$ cat config.mk
export PLATFORM = sky130hd
export DESIGN_NAME = instr_queue
export DESIGN_NICKNAME = d
export VERILOG_FILES = /design/src/rtl/instr_queue.sv
export SDC_FILE = /design/constraint.sdc
export NUM_CORES = 1
export LEC_CHECK = 0
export BUFFER_PORTS_ARGS = -buffer_cell sky130_fd_sc_hd__buf_4
export CAP_MARGIN = 25
export CORE_MARGIN = 2
export CORE_UTILIZATION = 40
export DETAILED_ROUTE_END_ITERATION = 12
export GPL_TIMING_DRIVEN = 0
export MAX_ROUTING_LAYER = met4
export SKIP_CTS_REPAIR_TIMING = 1
export SLEW_MARGIN = 15
export SYNTH_ARGS = -nofsm -noshare
export SYNTH_HDL_FRONTEND = slang
export SYNTH_SLANG_ARGS = --single-unit
export TNS_END_PERCENT = 100
$ cat constraint.sdc
create_clock -name clk -period 10.4 [get_ports clk]
set_clock_uncertainty 0.1 [all_clocks]
set_input_delay 2.08 -clock clk [delete_from_list [all_inputs] [get_ports clk]]
set_output_delay 2.08 -clock clk [all_outputs]
set_load 0.05 [all_outputs]
$ cat src/rtl/instr_queue.sv
// ---------------------------------------------------------------------------
// instr_queue : circular {pc, instr} FIFO between fetch and decode/dispatch.
// Optional zero-latency bypass when built with INSTR_QUEUE_BYPASS_EN.
// Revision: 1.0
// ---------------------------------------------------------------------------
`default_nettype none

module instr_queue #(
  parameter  int DEPTH = 16,
  localparam int PTR_W = $clog2(DEPTH)
) (
  input  logic             clk,
  input  logic             rst,
  input  logic             flush,
  input  logic             enq,
  input  logic [31:0]      enq_pc,
  input  logic [31:0]      enq_instr,
  input  logic             deq,
  output logic             FIFO_full,
  output logic             empty,
  output logic             deq_valid,
  output logic [31:0]      deq_pc,
  output logic [31:0]      deq_instr,
  output logic [PTR_W:0]   count
);

  localparam logic [PTR_W:0] DEPTH_CNT = (PTR_W+1)'(DEPTH);

  logic [63:0]    mem_q [DEPTH];
  logic [PTR_W:0] head_q, head_d;
  logic [PTR_W:0] tail_q, tail_d;

  logic           bypass;
  logic           do_enq;
  logic           do_deq;
  logic [63:0]    head_entry;

  assign empty     = (head_q == tail_q);
  assign FIFO_full = (head_q[PTR_W-1:0] == tail_q[PTR_W-1:0]) &&
                     (head_q[PTR_W] != tail_q[PTR_W]);
  assign count     = tail_q - head_q;

`ifdef INSTR_QUEUE_BYPASS_EN
  assign bypass = empty && enq && !flush;
`else
  assign bypass = 1'b0;
`endif

  // A bypassed entry consumed the same cycle is never written.
  assign do_enq = enq && !FIFO_full && !flush && !(bypass && deq);
  assign do_deq = deq && !empty && !flush;

  assign head_entry = mem_q[head_q[PTR_W-1:0]];
  assign deq_valid  = !empty || bypass;

  always_comb begin
    deq_pc    = 32'd0;
    deq_instr = 32'd0;
    if (bypass) begin
      deq_pc    = enq_pc;
      deq_instr = enq_instr;
    end else if (!empty) begin
      deq_pc    = head_entry[63:32];
      deq_instr = head_entry[31:0];
    end
  end

  always_comb begin
    head_d = head_q;
    tail_d = tail_q;
    if (flush) begin
      head_d = '0;
      tail_d = '0;
    end else begin
      if (do_enq) tail_d = tail_q + 1'b1;
      if (do_deq) head_d = head_q + 1'b1;
    end
  end

  always_ff @(posedge clk or posedge rst) begin
    if (rst) begin
      head_q <= '0;
      tail_q <= '0;
    end else begin
      head_q <= head_d;
      tail_q <= tail_d;
    end
  end

  // Storage carries no reset; only pointer state defines validity.
  always_ff @(posedge clk) begin
    if (do_enq) mem_q[tail_q[PTR_W-1:0]] <= {enq_pc, enq_instr};
  end

`ifndef SYNTHESIS
  always_ff @(posedge clk) begin
    if (!rst) begin
      assert (count <= DEPTH_CNT);
`ifdef INSTR_QUEUE_PROTOCOL_CHECK
      assert (!(enq && FIFO_full));
`endif
    end
  end
`endif

endmodule

`default_nettype wire

==> results.cfg <==
[sta]
hold_viol_final = 0
finalMaxSlewViolations = 0
finalCritPeriodShare_pct = 71.4
setup_viol = 0
fin_crit_ns = 7.42
max_slew_margin_pct = 28.8
fmax_ghz = 0.135
rsz0062_at_grt = no
hold_slack_ns = 0.554
worstMarginPinSlew_ns = 1.06

[setup_path]
path_class = register to primary output
path_max_fanout = 10
critPathArrivalTime_ns = 5.24
cp-start-kind = register
worstPathRequired_ns = 8.22
cp-end-kind = primary output

[pwr]
seqPwrFrac_pct = 46.0
comb_power_share_pct = 17.2
switching_power_uw = 2580
p_sw_share_pct = 25.6
totalPowerFinal_uw = 10000
vdd_ir_drop_max_mv = 0.134
power_frac_clock_pct = 36.8
p_leak_uw = 0.0150
p_per_area_mw_per_mm2 = 214
intPower_uw = 7470

[synth]
synthArstFlopShare_pct = 0.967
synth_edf_count = 1024
syn-cell-area_sq_mm = 0.0397
syn_inst = 1797
ys_warn_count = 0
synth_nets = 1876
avgSynthCellArea_sq_um = 22.1
yosysUniqueCellTypes = 34
synth_flop_cell = edfxtp_1
synth_seq_cells = 1034
ys_seq_area_share_pct = 78.1

[detailed_routing]
drt_first_pass_iters = 5
antenna_left = 0
wl_per_cell_um = 26.4
via_per_inst = 5.45
vias = 19067
wl_um = 92200
drt_iter0_markers = 1912
drc_errors = 0

[outcome]
status = finished, final reports clean

[hold_path]
worstHoldPathType = register to register

[grt]
grt_overflow_total = 0
antenna_found_initial = 3
grt_pass1_wl_um = 136000
grt_use_total_pct = 18.8
grt_max_degree = 23
grt_pass1_vias = 20176

[clocking]
clk_pin_slew_worst_paths_ns = 0.06
clockRootBuffer = clkbuf_16
cts_max_level = 3
clkSinkCount = 1034
clk_latency_ns = 0.66
cts_buffer_depth = 3
cts_buffers = 104
cts_tree = done

[floorplanning]
die_w_um = 319
initial_core_util_pct = 40.3
boundaryPins = 141
num_rows = 115
core-area_sq_mm = 0.0984
fp.dieArea_sq_mm = 0.102
die_h_um = 319

[placement]
place_inst = 3300
place_area_sq_mm = 0.0435
gp_congestion = 0.763
portBuffers = 140
hpwl_um = 61600

[run]
maxCapViolations = 0

[finish]
final_core_util_pct = 47.7
mostFrequentLayoutCells = edfxtp_1 (1024), mux4_2 (256), nand2_1 (198)
final_common_cell = edfxtp_1
area_delta_synth_final_pct = 18.2
final_cells = 3496
drive_above_1_share_pct = 31.5
nNetsFinal = 2198
final_area_sq_mm = 0.0469
==> power by group through the flow <==
stage	logic (uW)	registers (uW)	clock network (uW)
2_1_floorplan	1190	4710	0
3_3_place_gp	1730	4720	0
4_1_cts	1770	4620	3770
5_1_grt	1830	4620	3920
3_5_place_dp	1760	4710	0
6_report	1730	4620	3700
==> logic make-up (layout without fill, tap and decap cells) <==
logic type	Yosys count	in the layout	synth area share, %
flip-flops	1034	1034	78.1
XOR/XNOR	11	11	0.262
adder cells (fa/ha/maj)	10	10	0.334
AO/OA/AOI/OAI	80	80	1.87
buffers and inverters	105	514	1.47
other	0	3	0
AND/OR/NAND/NOR	299	299	3.36
multiplexers	258	258	14.6
==> per-stage QoR <==
step	setup TNS, ns	setup WS (ns)
after global routing	0	2.72
after floorplan	0	2.77
after detailed placement	0	3.54
final	0	2.98
after CTS	0	2.81
after global placement	-755.22	-3.28
==> cell type report <==
| type | count | area [sq um] |
|---|---|---|
| Sequential cell | 1034 | 31000 |
| Inverter | 10 | 37.5 |
| Tap cell | 1287 | 1610 |
| Fill cell | 8039 | 51500 |
| Clock buffer | 130 | 2750 |
| Buffer | 95 | 547 |
| Timing Repair Buffer | 216 | 2120 |
| Antenna cell | 3 | 7.51 |
| Multi-Input combinational cell | 658 | 8210 |
| Clock inverter | 63 | 641 |
==> worst paths after layout <==
path                                endpoint  depth (start not counted)  slack [ns]       from
worst max-delay path               deq_pc[0]                         11        2.98  head_q[2]
worst max register to register  mem_q[0][41]                         13        5.13  head_q[2]
max in group asynchronous          head_q[4]                          2        8.57        rst
worst min register to register     tail_q[4]                          2        0.55  tail_q[4]
min in group asynchronous          tail_q[2]                          2        1.31        rst
worst min-delay path               tail_q[4]                          2        0.55  tail_q[4]
==> worst max-delay path, stage by stage, from the launching register on <==
cell and delay (ns):
dfrtp_1 0.33, buf_2 0.22, buf_2 0.41, buf_1 0.65, inv_1 0.21, ha_1 0.43
nand4_2 0.25, nor2_2 0.13, nor3_4 0.83, buf_2 0.45, a221o_1 0.39, buf_4 0.26
==> sequential cells by signal, indices dropped and copies added (netlist names) <==
name / count
tail_q: 5
head_q: 5
mem_q: 1024
==> Yosys cell counts, types with 3 or more instances <==
master | number | area, sq um
mux4_2 | 256 | 5770
a21oi_1 | 5 | 25.0
nor3_1 | 4 | 20.0
buf_6 | 19 | 214
nor2_1 | 21 | 78.8
a221o_1 | 64 | 641
inv_1 | 10 | 37.5
buf_1 | 3 | 11.3
clkbuf_1 | 43 | 161
xnor2_1 | 7 | 61.3
buf_4 | 4 | 30.0
dfrtp_1 | 10 | 250
nand2_1 | 198 | 743
nor2b_1 | 64 | 400
xor2_1 | 3 | 26.3
o21ai_0 | 4 | 20.0
edfxtp_1 | 1024 | 30700
ha_1 | 9 | 113
buf_2 | 26 | 130
==> routing by layer <==
layer | part of all wire (%) | up-vias | track usage [%]
li1 | - | 8119 | -
met4 | 2.1 | 0 | 5.03
met1 | 41 | 10238 | 23.9
met5 | 0 | - | -
met3 | 5.2 | 135 | 2.78
met2 | 52 | 575 | 31.7
Power figures use the tool's default switching activity.
